[config.mk]
export PLATFORM = sky130hd
export DESIGN_NAME = operand_writeback
export DESIGN_NICKNAME = d
export VERILOG_FILES = /design/src/rtl/operand_writeback.sv
export SDC_FILE = /design/constraint.sdc
export NUM_CORES = 1
export LEC_CHECK = 0
export CORE_MARGIN = 2
export CORE_UTILIZATION = 55
export CTS_CLUSTER_SIZE = 16
export DETAILED_ROUTE_END_ITERATION = 10
export DONT_BUFFER_PORTS = 1
export PLACE_DENSITY = 0.71
export SYNTH_ARGS = -nofsm -noshare
export SYNTH_HDL_FRONTEND = slang
export SYNTH_SLANG_ARGS = --single-unit
[constraint.sdc]
create_clock -name clk -period 5.6 [get_ports clk]
set_input_delay 0 -clock clk [delete_from_list [all_inputs] [get_ports clk]]
set_output_delay 0 -clock clk [all_outputs]
set_load 0.03 [all_outputs]
[src/rtl/operand_writeback.sv]
// ============================================================================
// Module   : operand_writeback
// Purpose  : Decodes the destination field of a fetched instruction and stores
//            the result to the register file or to memory.
// Revision : 1.0
// ============================================================================
`default_nettype none

module operand_writeback #(
  parameter int DATA_W = 16,
  parameter int ADDR_W = 8,
  parameter int RIDX_W = 4
) (
  input  logic              clk,
  input  logic              clr,
  input  logic              wb_valid,
  output logic              wb_ready,
  input  logic [47:0]       inst,
  input  logic [DATA_W-1:0] result,
  output logic [RIDX_W-1:0] reg_rd_idx,
  input  logic [DATA_W-1:0] reg_rd_data,
  output logic              reg_we,
  output logic [RIDX_W-1:0] reg_wr_idx,
  output logic [DATA_W-1:0] reg_wdata,
  output logic              mem_we,
  output logic [ADDR_W-1:0] mem_addr,
  output logic [DATA_W-1:0] mem_wdata,
  output logic              busy,
  output logic              done,
  output logic              err
);

  typedef enum logic [2:0] {
    IDLE   = 3'd0,
    IDX_RD = 3'd1,
    WR_REG = 3'd2,
    WR_MEM = 3'd3,
    DONE   = 3'd4,
    ERR    = 3'd5
  } state_t;

  localparam logic [1:0] MODE_REG = 2'b00;
  localparam logic [1:0] MODE_MEM = 2'b01;
  localparam logic [1:0] MODE_IDX = 2'b10;

  state_t              state_q, state_d;
  logic [ADDR_W-1:0]   base_q, base_d;
  logic                wb_ready_q, wb_ready_d;
  logic [RIDX_W-1:0]   reg_rd_idx_q, reg_rd_idx_d;
  logic                reg_we_q, reg_we_d;
  logic [RIDX_W-1:0]   reg_wr_idx_q, reg_wr_idx_d;
  logic [DATA_W-1:0]   reg_wdata_q, reg_wdata_d;
  logic                mem_we_q, mem_we_d;
  logic [ADDR_W-1:0]   mem_addr_q, mem_addr_d;
  logic [DATA_W-1:0]   mem_wdata_q, mem_wdata_d;
  logic                busy_q, busy_d;
  logic                done_q, done_d;
  logic                err_q, err_d;

  // Opcode words and the high byte of the index register play no part here.
  logic unused_bits;
  assign unused_bits = ^{inst[47:18], reg_rd_data[DATA_W-1:ADDR_W]};

  always_comb begin
    state_d      = state_q;
    base_d       = base_q;
    reg_rd_idx_d = reg_rd_idx_q;
    reg_wr_idx_d = reg_wr_idx_q;
    reg_wdata_d  = reg_wdata_q;
    mem_addr_d   = mem_addr_q;
    mem_wdata_d  = mem_wdata_q;

    case (state_q)
      IDLE: begin
        if (wb_valid) begin
          case (inst[17:16])
            MODE_REG: begin
              state_d      = WR_REG;
              reg_wr_idx_d = inst[3:0];
              reg_wdata_d  = result;
            end
            MODE_MEM: begin
              state_d     = WR_MEM;
              mem_addr_d  = inst[15:8];
              mem_wdata_d = result;
            end
            MODE_IDX: begin
              state_d      = IDX_RD;
              reg_rd_idx_d = inst[7:4];
              base_d       = inst[15:8];
              mem_wdata_d  = result;
            end
            default: state_d = ERR;
          endcase
        end
      end
      IDX_RD: begin
        // Carry out of the address sum is dropped: the address space wraps.
        mem_addr_d = base_q + reg_rd_data[ADDR_W-1:0];
        state_d    = WR_MEM;
      end
      WR_REG:  state_d = DONE;
      WR_MEM:  state_d = DONE;
      DONE:    state_d = IDLE;
      ERR:     state_d = IDLE;
      default: state_d = IDLE;
    endcase

    // Status and strobes are decoded from the next state so they register in step with it.
    wb_ready_d = (state_d == IDLE);
    busy_d     = (state_d != IDLE);
    reg_we_d   = (state_d == WR_REG);
    mem_we_d   = (state_d == WR_MEM);
    done_d     = (state_d == DONE) || (state_d == ERR);
    err_d      = (state_d == ERR);
  end

  always_ff @(posedge clk) begin
    if (clr) begin
      state_q      <= IDLE;
      base_q       <= '0;
      wb_ready_q   <= 1'b1;
      reg_rd_idx_q <= '0;
      reg_we_q     <= 1'b0;
      reg_wr_idx_q <= '0;
      reg_wdata_q  <= '0;
      mem_we_q     <= 1'b0;
      mem_addr_q   <= '0;
      mem_wdata_q  <= '0;
      busy_q       <= 1'b0;
      done_q       <= 1'b0;
      err_q        <= 1'b0;
    end else begin
      state_q      <= state_d;
      base_q       <= base_d;
      wb_ready_q   <= wb_ready_d;
      reg_rd_idx_q <= reg_rd_idx_d;
      reg_we_q     <= reg_we_d;
      reg_wr_idx_q <= reg_wr_idx_d;
      reg_wdata_q  <= reg_wdata_d;
      mem_we_q     <= mem_we_d;
      mem_addr_q   <= mem_addr_d;
      mem_wdata_q  <= mem_wdata_d;
      busy_q       <= busy_d;
      done_q       <= done_d;
      err_q        <= err_d;
    end
  end

  assign wb_ready   = wb_ready_q;
  assign reg_rd_idx = reg_rd_idx_q;
  assign reg_we     = reg_we_q;
  assign reg_wr_idx = reg_wr_idx_q;
  assign reg_wdata  = reg_wdata_q;
  assign mem_we     = mem_we_q;
  assign mem_addr   = mem_addr_q;
  assign mem_wdata  = mem_wdata_q;
  assign busy       = busy_q;
  assign done       = done_q;
  assign err        = err_q;

endmodule

`default_nettype wire

==> results of run 1 <==
-- layout by cell type, fill, tap and decap left out, drive strengths merged --
| master | count |
|---|---|
| o21ai | 5 |
| ha | 12 |
| clkinv | 2 |
| nand2b | 2 |
| buf | 1 |
| a311oi | 2 |
| nor4b | 2 |
| dfxtp | 65 |
| nand3b | 1 |
| o31a | 2 |
| or3 | 3 |
| a21o | 3 |
| nor3 | 4 |
| clkbuf | 12 |
| and2 | 5 |
| and3 | 3 |
| dlygate4sd3 | 34 |
| nor4 | 2 |
| nand3 | 1 |
| a2111oi | 2 |
| inv | 8 |
| a211o | 1 |
| xnor2 | 1 |
| clkinvlp | 1 |
| mux2i | 3 |
| nor2b | 2 |
| nand2 | 107 |
| a211oi | 8 |
| a31oi | 1 |
| o211ai | 1 |
| a21oi | 56 |
| fa | 1 |
| nor2 | 11 |
| nor3b | 1 |
| a22oi | 2 |
-- stage by stage --
stage               utilization [%]  area, µm²  cells  worst slack, ns
CTS                            68.6       3260    434             3.29
floorplan                         -       2720    334             3.81
detailed placement             57.4       2730    384             3.30
global placement               57.4       2730    384             3.33
global route                   68.6       3260    434             3.01
finish                         68.6       3260    434             3.25
-- worst reg2reg max path: stages (launching register included) --
cell	delay, ns
dfxtp_1	0.37
nor4b_2	0.86
and2_1	0.73
nand2_1	0.15
a21oi_1	0.17
-- state kept, by name (all words and copies together), names as in the netlist --
signal and flops:
done 1, mem_we 1, mem_addr 8, reg_rd_idx 4, base_q 8, wb_ready 1, reg_we 1, state_q 3
reg_wdata 16, reg_wr_idx 4, mem_wdata 16, busy 1, err 1
-- cell usage after synthesis --
cell	n
a2111oi_0	1
inv_1	8
nand3_1	1
a2111oi_2	1
clkbuf_1	12
o211ai_1	1
or3_1	3
nand2b_1	2
a22oi_1	2
buf_2	5
a31oi_1	1
nor3b_2	1
a211o_1	1
fa_1	1
nor4_1	2
a211oi_1	8
a21oi_1	56
a21o_1	3
mux2i_1	3
nand3b_1	1
nor4b_2	1
and3_1	3
ha_1	12
o21ai_0	5
and2_1	5
nand2_2	1
nor3_1	4
xnor2_1	1
nor2b_1	2
o31a_1	2
nand2_1	106
nor2_1	11
a311oi_1	2
dfxtp_1	65
nor4b_1	1
-- final cells by class --
cell class	instances	share of cell area [%]
timing repair buffer	35	11.3
tap	67	2.57
multi-input combinational	244	40.3
clock inverter	3	0.537
sequential	65	39.9
clock buffer	12	4.45
inverter	8	0.921
-- report_power, final --
group          leakage [nW]  internal (W)  switching [W]  total, W
logic                 0.600     0.0000526      0.0000693  0.000122
registers             0.529      0.000490      0.0000657  0.000556
clock network        0.0822      0.000169       0.000169  0.000338
total                  1.21      0.000712       0.000304   0.00102
-- worst paths after layout --
path	end	slack [ns]	cells past startpoint
setup / recovery	reg_wdata[9]$_SDFFE_PP0P_	3.25	4
hold / removal	base_q[5]$_SDFFE_PP0P_	0.0008	2
setup reg to reg	reg_wdata[9]$_SDFFE_PP0P_	3.25	4
hold reg to reg	base_q[6]$_SDFFE_PP0P_	0.46	2
-- metal layers --
metal	track usage [%]	wire length, µm	part of all wire [%]	up-vias
li1	-	-	-	1187
met1	28.5	2660	40	1072
met2	41.1	3250	49	98
met3	7.72	615	9.2	12
met4	12.9	132	2.0	0
met5	0	0	0	-
-- kinds of logic (layout without fill, tap and decap cells) --
family                     count (synthesis)  after routing
and+or+nand+nor                          144            144
AOI/OAI and AO/OA                         83             83
DFF                                       65             65
buffers and inverters                     25             58
adders and majority gates                 13             13
muxes                                      3              3
xor gates and xnor gates                   1              1
==> flow_metrics.py, run 1 <==
metrics = {
    "outcome": {
        "run_status": "complete, no violations",
    },
    "drt": {
        "drt-wirelength-per-cell_um": 15.3,
        "drc": 0,
        "drtAntennaViolNets": 0,
        "drt_first_pass_iters": 4,
        "drt-total-wl_um": 6660,
        "initialDrtViolationCount": 155,
        "viasPerCell": 5.46,
        "route.vias.total": 2369,
    },
    "grt": {
        "grtUsageTotal_pct": 24.7,
        "globalRoute.totalOverflow": 0,
        "antenna_violations_before_repair": 0,
        "grt_first_pass_wirelength_um": 10300,
        "vias_in_the_first_global_route": 2302,
        "grt_start_max_net_pins": 63,
    },
    "timing": {
        "fin_worst_skew_ns": 0.00610,
        "tightest_slew_ns": 0.953,
        "totalNegativeSetupSlack_ns": 0,
        "report.final.hold_viol_count": 0,
        "slew_headroom_pct": 36.3,
        "timing.fmax_mhz": 426,
        "min_period_ns": 2.35,
        "finalMaxSlewViolations": 0,
        "setup_viol_count_final": 0,
        "rsz0062_at_grt": "no",
        "min_period_over_period_pct": 41.9,
        "final.hold.worst_slack_ns": 0.000838,
    },
    "critical_path": {
        "critical_path.max_fanout": 20,
        "critical_path.cell_chain": "nor4b_2 > and2_1 > nand2_1 > a21oi_1",
        "cp_slowest_cell": "nor4b_2",
        "cp_peak_stage_delay_ns": 0.86,
        "crit_required_ns": 5.85,
        "path_delay_family": "simple AND/OR/NAND/NOR gates",
        "cp_num_buf_inv": 0,
        "critPathArrivalTime_ns": 2.60,
        "timing.setup.critical_path_class": "reg2reg",
        "startpoint_type": "register",
        "rr_startpoint": "state_q[1]$_SDFF_PP0_",
        "worst_setup_path_startpoint": "state_q[1]$_SDFF_PP0_",
        "setup.worst_path.end_class": "register",
    },
    "finish": {
        "multi_input_area_mm2": 0.00131,
        "n_fill_cell": 408,
        "finalNetCount": 459,
        "syn_to_final_growth_pct": 20.0,
        "ratio_of_cells_with_drive_above_1_in_the_final_layout_pct": 4.90,
        "antenna_cells_inserted": 0,
        "area.sequential_mm2": 0.00130,
    },
    "clock_tree": {
        "cts_hold_repair.buffers": 35,
        "cts.root.buffer_cell": "clkbuf_8",
        "cts_sinks": 65,
        "number_of_cts_inserted_buffers": 9,
        "clock_insertion_delay_worst_skew_ns": 0.33,
        "ctsResizeCount": 0,
        "cts_tree": "yes",
        "clkTransAtPathRegs_ns": 0.07,
        "clock_tree.htree_level_count": 3,
        "postCtsSetupBuffers": 0,
        "clk_path_buf_depth": 2,
    },
    "yosys": {
        "post_synth_mux_area_share_pct": 1.11,
        "postSynthNetCount": 430,
        "fraction_of_the_yosys_area_taken_by_sequential_cells_pct": 47.9,
        "synth_simple_gate_area_share_pct": 22.9,
        "largest_family_of_logic_cells_by_synthesized_area": "simple AND/OR/NAND/NOR gates",
        "ys_seq_elements": 65,
        "synth_top_cell_by_area": "dfxtp_1",
        "synth_largest_type_area_fraction_pct": 47.9,
        "yosysWarningCount": 0,
        "synth_compound_gate_area_share_pct": 17.8,
        "distinct_cell_type_count_of_the_synthesized_netlist": 35,
        "synth.avg_cell_area_um2": 8.13,
        "synth.area.top_cells": "dfxtp_1 48%, nand2_1 15%, a21oi_1 10%",
        "yosys.area_share.adder_pct": 6.27,
        "synth_xor_xnor_area_share_pct": 0.323,
        "synthCells": 334,
        "syn-cell-area_mm2": 0.00272,
    },
    "place": {
        "gp_congestion": 0.916,
        "dp.final_hpwl_um": 4300,
        "port_buffers": 0,
    },
    "floorplan": {
        "rows": 25,
        "die_area_mm2": 0.00551,
        "floorplan.core_area_mm2": 0.00475,
        "ioPinCount": 137,
        "die-height_um": 74.3,
        "chipWidth_um": 74.3,
        "initial_core_util_pct": 57.1,
    },
    "pwr": {
        "power.density_cell_area_mw_per_mm2": 312,
        "leakage_nw": 1.21,
        "max-vdd-ir-drop_uv": 200,
        "design_power_total_w": 0.00102,
    },
    "flow_run": {
        "maxCapViolCount": 0,
    },
    "min_path": {
        "min_from": "clr",
        "timing.hold.worst.class": "in2reg",
    },
}
Note: power is estimated with default switching activity, not from simulation.
==> run 2, diff against run 1 <==
--- a/config.mk
+++ b/config.mk
@@ -5,12 +5,13 @@
 export SDC_FILE = /design/constraint.sdc
 export NUM_CORES = 1
 export LEC_CHECK = 0
+export ABC_AREA = 1
 export CORE_MARGIN = 2
 export CORE_UTILIZATION = 55
 export CTS_CLUSTER_SIZE = 16
 export DETAILED_ROUTE_END_ITERATION = 10
 export DONT_BUFFER_PORTS = 1
-export PLACE_DENSITY = 0.71
+export PLACE_DENSITY = 0.74
 export SYNTH_ARGS = -nofsm -noshare
 export SYNTH_HDL_FRONTEND = slang
 export SYNTH_SLANG_ARGS = --single-unit
==> constraint.sdc (replaced) <==
create_clock -name clk -period 2.1 [get_ports clk]
set_input_delay 0 -clock clk [delete_from_list [all_inputs] [get_ports clk]]
set_output_delay 0 -clock clk [all_outputs]
set_load 0.03 [all_outputs]
==> run 2 against run 1 <==
  * First-iteration DRC count shrank 22%
  * Flip-flop and latch count is the same
  * Utilization grew 0.77 points
  * Combinational power grew to 3.1 times the previous value
  * Register-to-register slack lost 2.9 ns
  * Largest cell class is now registers
  * Highest routed layer unchanged
==> flow_metrics.py, run 2 <==
metrics = {
    "yosys": {
        "post_synth_most_frequent_cells": "94 x nand2_1, 65 x dfxtp_1, 57 x nand3_1",
        "synthCells": 367,
        "synth.avg_cell_area_um2": 7.61,
        "synth_edf_count": 0,
        "synth_largest_type_area_fraction_pct": 46.6,
        "async_flop_share_pct": 0,
        "synth_top_cell_by_area": "dfxtp_1",
        "dominantRegCellSynth": "dfxtp_1",
        "distinct_cell_type_count_of_the_synthesized_netlist": 25,
        "syn-cell-area_mm2": 0.00279,
        "post-synth-top-count-cell": "nand2_1",
        "synth.area.top_cells": "dfxtp_1 47%, nand2_1 13%, nand3_1 10%",
        "postSynthNetCount": 463,
        "fraction_of_the_yosys_area_taken_by_sequential_cells_pct": 46.6,
        "ys_seq_elements": 65,
        "yosysWarningCount": 0,
    },
    "critical_path": {
        "critical_r2r_capture": "base_q[1]$_SDFFE_PP0P_",
        "reg2reg_slack_ns": 0.34,
        "critical_path.max_fanout": 14,
        "rr_startpoint": "state_q[1]$_SDFF_PP0_",
        "startpoint_type": "register",
        "setup.worst_path.end_class": "register",
        "critPathArrivalTime_ns": 1.97,
        "timing.setup.critical_path_class": "reg2reg",
        "r2r_cells": 6,
        "crit_required_ns": 2.31,
    },
    "timing": {
        "timing.fmax_mhz": 570,
        "setup_viol_count_final": 0,
        "final.hold.worst_slack_ns": 0.0198,
        "finalMaxSlewViolations": 0,
        "rsz0062_at_grt": "no",
        "min_period_over_period_pct": 83.6,
        "layout_setup_ws_ns": 0.344,
        "min_period_ns": 1.76,
        "totalNegativeSetupSlack_ns": 0,
        "report.final.hold_viol_count": 0,
        "fin_worst_skew_ns": 0.00758,
        "tightest_slew_ns": 0.655,
        "slew_headroom_pct": 56.2,
    },
    "finish": {
        "final_common_cell": "nand2_1",
        "finalNetCount": 494,
        "multi_input_area_mm2": 0.00128,
        "antenna_cells_inserted": 0,
        "syn_to_final_growth_pct": 19.5,
        "layout_common_cells": "94 x nand2_1, 65 x dfxtp_1, 57 x nand3_1",
        "area.sequential_mm2": 0.00130,
        "ratio_of_cells_with_drive_above_1_in_the_final_layout_pct": 6.95,
        "n_fill_cell": 444,
    },
    "clock_tree": {
        "number_of_cts_inserted_buffers": 9,
        "cts_sinks": 65,
        "clock_tree.htree_level_count": 3,
        "clock_insertion_delay_worst_skew_ns": 0.34,
        "clkTransAtPathRegs_ns": 0.07,
        "cts.root.buffer_cell": "clkbuf_8",
        "cts_hold_repair.buffers": 36,
        "postCtsSetupBuffers": 0,
        "ctsResizeCount": 0,
        "cts_tree": "yes",
        "clk_path_buf_depth": 2,
    },
    "floorplan": {
        "die-height_um": 75.3,
        "floorplan.core_area_mm2": 0.00482,
        "rows": 25,
        "initial_core_util_pct": 58.0,
        "chipWidth_um": 75.3,
        "die_area_mm2": 0.00567,
        "ioPinCount": 137,
    },
    "pwr": {
        "total_switching_power_w": 0.000879,
        "leakage_nw": 1.37,
        "power.density_cell_area_mw_per_mm2": 837,
        "max-vdd-ir-drop_uv": 492,
        "seq_power_share_pct": 53.0,
        "power.share.switching_pct": 31.5,
        "pwr-share-comb_pct": 13.6,
        "clock_group_share_of_total_power_pct": 33.3,
        "internal-power_w": 0.00191,
    },
    "drt": {
        "detail_route.wirelength.met1_um": 2760,
        "met2RoutedLength_um": 3380,
        "viasPerCell": 5.34,
        "route.vias.total": 2509,
        "met3_length_um": 589,
        "drt-total-wl_um": 6840,
        "drt-wirelength-per-cell_um": 14.5,
        "drt_first_pass_iters": 4,
        "drtAntennaViolNets": 0,
        "initialDrtViolationCount": 121,
        "maxUsedRoutingLayer": "met4",
        "drc": 0,
    },
    "place": {
        "dp.final_hpwl_um": 4470,
        "preCtsSetupSlack_ns": 0.400,
        "gp_congestion": 0.854,
        "port_buffers": 0,
    },
    "grt": {
        "antenna_violations_before_repair": 0,
        "globalRoute.totalOverflow": 0,
        "grtUsageTotal_pct": 25.0,
        "grt_start_max_net_pins": 55,
        "grt_first_pass_wirelength_um": 10700,
        "vias_in_the_first_global_route": 2356,
    },
    "min_path": {
        "timing.hold.worst.class": "in2reg",
        "min_from": "reg_rd_data[0]",
        "hold-path-endpoint": "mem_addr[0]$_SDFFE_PP0P_",
        "worstHoldPathCells": 3,
    },
    "flow_run": {
        "maxCapViolCount": 0,
    },
    "outcome": {
        "run_status": "complete, no violations",
    },
}
## run 2: changes by cell type in the layout (fill, tap and decap cells not counted), sizes merged, moves of 4 or more
cell    delta
buf        +4
nand3     +56
a211oi     -8
and2       -5
nor2       +6
inv       +18
nand2     -12
## run 2: worst max path at each step
stage | end | startpoint | slack (ns)
6_report | base_q[1]$_SDFFE_PP0P_ | state_q[1]$_SDFF_PP0_ | 0.34
5_1_grt | reg_wdata[2]$_SDFFE_PP0P_ | state_q[1]$_SDFF_PP0_ | 0.20
4_1_cts | base_q[1]$_SDFFE_PP0P_ | state_q[1]$_SDFF_PP0_ | 0.35
3_5_place_dp | base_q[1]$_SDFFE_PP0P_ | state_q[1]$_SDFF_PP0_ | 0.40
3_3_place_gp | base_q[1]$_SDFFE_PP0P_ | state_q[1]$_SDFF_PP0_ | 0.40
2_1_floorplan | mem_addr[4]$_SDFFE_PP0P_ | base_q[0]$_SDFFE_PP0P_ | 0.59
## run 2: worst max-delay path, cell delays in order (launching register included)
cell and delay (ns):
dfxtp_1 0.33, nor2_2 0.17, nand2_2 0.10, nor2_4 0.25
nand2_1 0.40, o21ai_0 0.31, a21oi_1 0.06
## run 2: layout make-up
cell class                 instances  area share [%]
tap                               67            2.51
sequential                        65            39.0
inverter                          26            2.92
timing repair buffer              40            12.0
multi-input combinational        256            38.4
clock buffer                      11            4.23
clock inverter                     5           0.937
## run 2: per-stage QoR
| step | instance area [µm²] | total power, W | util (%) | cells |
|---|---|---|---|---|
| floorplan | 2790 | 0.00177 | - | 367 |
| global placement | 2800 | 0.00180 | 58.1 | 418 |
| detailed placement | 2800 | 0.00181 | 58.1 | 418 |
| CTS | 3340 | 0.00281 | 69.3 | 470 |
| global route | 3340 | 0.00291 | 69.3 | 470 |
| finish | 3340 | 0.00279 | 69.3 | 470 |
## run 2: logic make-up after synthesis
| group | synth area share, % |
|---|---|
| simple gates | 27.4 |
| flops | 46.6 |
| compound gates | 11.6 |
| buf+inv | 7.48 |
| fa+ha+maj | 6.09 |
| xor+xnor | 0.941 |
## run 2: per-layer routing
layer / track usage [%] / up-vias
met2: 41.5 / 93
li1: - / 1272
met4: 10.5 / 0
met1: 28.8 / 1134
met5: 0 / -
met3: 9.50 / 10
## run 2: power by group through the flow
stage,clock [W],combinational (W),sequential [W]
after global placement,0,0.000290,0.00151
after floorplan,0,0.000272,0.00150
final,0.000931,0.000381,0.00148
after detailed placement,0,0.000298,0.00151
after CTS,0.000946,0.000379,0.00148
after global routing,0.000993,0.000429,0.00149
==> run 3, diff against run 2 <==
--- a/config.mk
+++ b/config.mk
@@ -11,7 +11,7 @@
 export CTS_CLUSTER_SIZE = 16
 export DETAILED_ROUTE_END_ITERATION = 10
 export DONT_BUFFER_PORTS = 1
-export PLACE_DENSITY = 0.74
+export PLACE_DENSITY = 0.71
 export SYNTH_ARGS = -nofsm -noshare
 export SYNTH_HDL_FRONTEND = slang
 export SYNTH_SLANG_ARGS = --single-unit
==> constraint.sdc (replaced) <==
create_clock -name clk -period 1.62 [get_ports clk]
set_input_delay 0 -clock clk [delete_from_list [all_inputs] [get_ports clk]]
set_output_delay 0 -clock clk [all_outputs]
set_load 0.03 [all_outputs]
==> run 3 against run 2 <==
  * Non-clock buffer count rose by 8
  * Global-route usage increased by 0.99 points
  * Sequential power is 30% higher
  * Utilization grew 2.8 points
  * Via count increased by 4.3%
==> flow_metrics.py, run 3 (synthesis gave the netlist of run 2 again) <==
metrics = {
    "clock_tree": {
        "cts.root.buffer_cell": "clkbuf_8",
        "cts_tree": "yes",
        "clkTransAtPathRegs_ns": 0.06,
        "clock_tree.htree_level_count": 3,
        "clk_path_buf_depth": 2,
        "clock_insertion_delay_worst_skew_ns": 0.33,
        "number_of_cts_inserted_buffers": 9,
        "cts_sinks": 65,
    },
    "min_path": {
        "timing.hold.worst.class": "in2reg",
    },
    "finish": {
        "area.sequential_mm2": 0.00130,
        "antenna_cells_inserted": 0,
        "multi_input_area_mm2": 0.00132,
        "final_common_cell": "nand2_1",
        "design_area_mm2": 0.00347,
        "postLayoutCoreUtil_pct": 72.1,
        "ratio_of_cells_with_drive_above_1_in_the_final_layout_pct": 10.7,
        "n_fill_cell": 412,
        "layout_common_cells": "91 x nand2_1, 64 x dfxtp_1, 57 x nand3_1",
        "syn_to_final_growth_pct": 24.4,
        "finalNetCount": 502,
    },
    "drt": {
        "viasPerCell": 5.49,
        "drt_first_pass_iters": 6,
        "drt-total-wl_um": 7120,
        "route.vias.total": 2617,
        "drt-wirelength-per-cell_um": 14.9,
        "drc": 0,
        "initialDrtViolationCount": 133,
        "drtAntennaViolNets": 0,
    },
    "pwr": {
        "clock_group_share_of_total_power_pct": 33.4,
        "seq_power_share_pct": 51.4,
        "power.share.switching_pct": 30.2,
        "total_switching_power_w": 0.00113,
        "pwr-share-comb_pct": 15.1,
        "power.density_cell_area_mw_per_mm2": 1080,
        "leakage_nw": 1.43,
        "max-vdd-ir-drop_uv": 787,
        "internal-power_w": 0.00261,
    },
    "critical_path": {
        "crit_required_ns": 1.90,
        "critPathArrivalTime_ns": 1.88,
        "setup.worst_path.end_class": "register",
        "critical_path.max_fanout": 3,
        "startpoint_type": "register",
        "timing.setup.critical_path_class": "reg2reg",
    },
    "place": {
        "gp_congestion": 0.887,
        "dp.final_hpwl_um": 4520,
        "preCtsSetupSlack_ns": -0.0321,
        "port_buffers": 0,
        "placed_cell_area_mm2": 0.00283,
    },
    "timing": {
        "min_period_over_period_pct": 98.9,
        "finalMaxSlewViolations": 0,
        "totalNegativeSetupSlack_ns": 0,
        "timing.fmax_mhz": 624,
        "tightest_slew_ns": 0.363,
        "report.final.hold_viol_count": 0,
        "final.hold.worst_slack_ns": 0.0161,
        "fin_worst_skew_ns": 0.00537,
        "setup_viol_count_final": 0,
        "min_period_ns": 1.60,
        "layout_setup_ws_ns": 0.0178,
        "slew_headroom_pct": 75.8,
        "rsz0062_at_grt": "yes",
    },
    "grt": {
        "grt_first_pass_wirelength_um": 11100,
        "antenna_violations_before_repair": 0,
        "grt_start_max_net_pins": 55,
        "globalRoute.totalOverflow": 0,
        "grtUsageTotal_pct": 26.0,
        "vias_in_the_first_global_route": 2450,
    },
    "floorplan": {
        "chipWidth_um": 75.3,
        "rows": 25,
        "die_area_mm2": 0.00567,
        "die-height_um": 75.3,
        "floorplan.core_area_mm2": 0.00482,
        "ioPinCount": 137,
        "initial_core_util_pct": 58.0,
    },
    "outcome": {
        "run_status": "complete, no violations",
    },
    "flow_run": {
        "maxCapViolCount": 0,
    },
}
[run 3: cell count changes in the layout (fill, tap and decap cells not counted), sizes merged]
cell / before / now
buf: 5 / 12
clkbuf: 11 / 14
clkinv: 4 / 1
[run 3: final timing paths]
path                     startpoint                       end  slack [ns]  depth (start not counted)
max          base_q[0]$_SDFFE_PP0P_  mem_addr[4]$_SDFFE_PP0P_        0.02                         11
min                  reg_rd_data[0]  mem_addr[0]$_SDFFE_PP0P_        0.02                          3
max reg2reg  base_q[0]$_SDFFE_PP0P_  mem_addr[4]$_SDFFE_PP0P_        0.02                         11
min reg2reg  base_q[6]$_SDFFE_PP0P_    base_q[6]$_SDFFE_PP0P_        0.47                          2
[run 3: per-stage QoR]
step | power [W] | std cells
final | 0.00374 | 477
after floorplan | 0.00229 | 367
after detailed placement | 0.00236 | 422
after global routing | 0.00390 | 477
after global placement | 0.00235 | 422
after CTS | 0.00371 | 473
[run 3: power by group through the flow]
stage          Clock, W  Combinational [W]  Sequential (W)
2_1_floorplan         0           0.000352         0.00194
3_3_place_gp          0           0.000394         0.00196
3_5_place_dp          0           0.000398         0.00196
4_1_cts         0.00128           0.000506         0.00192
5_1_grt         0.00133           0.000634         0.00194
6_report        0.00125           0.000567         0.00192
[run 3: final cells by class]
| class | count | share of cell area [%] |
|---|---|---|
| clock buffer | 13 | 4.86 |
| sequential | 65 | 37.5 |
| multi-input combinational | 256 | 37.8 |
| inverter | 26 | 2.81 |
| clock inverter | 2 | 0.360 |
| timing repair buffer | 48 | 14.2 |
| tap | 67 | 2.41 |
[run 3: routing by layer]
| layer | vias to the layer above | GRT usage, % | part of all wire (%) |
|---|---|---|---|
| met1 | 1207 | 29.5 | 40 |
| met5 | - | 0 | 0 |
| met4 | 0 | 12.5 | 1.7 |
| li1 | 1280 | - | - |
| met2 | 116 | 43.3 | 49 |
| met3 | 14 | 9.50 | 8.8 |
[run 3: timing repair]
action,4_1_cts,5_1_grt
setup buffers,0,3
setup endpoints to repair,2,36
resized for setup,5,10
hold endpoints to repair,65,0
cloned,0,1
pin swaps,0,4
hold buffers,36,0
[run 3: critical path, cell delays in order (launching register included)]
cell     delay [ns]
dfxtp_2        0.36
ha_4           0.14
inv_2          0.04
fa_2           0.33
inv_2          0.07
nand2_2        0.06
a21oi_2        0.14
xor2_1         0.17
nand2_1        0.08
nand3_1        0.07
nand2_1        0.05
inv_1          0.04
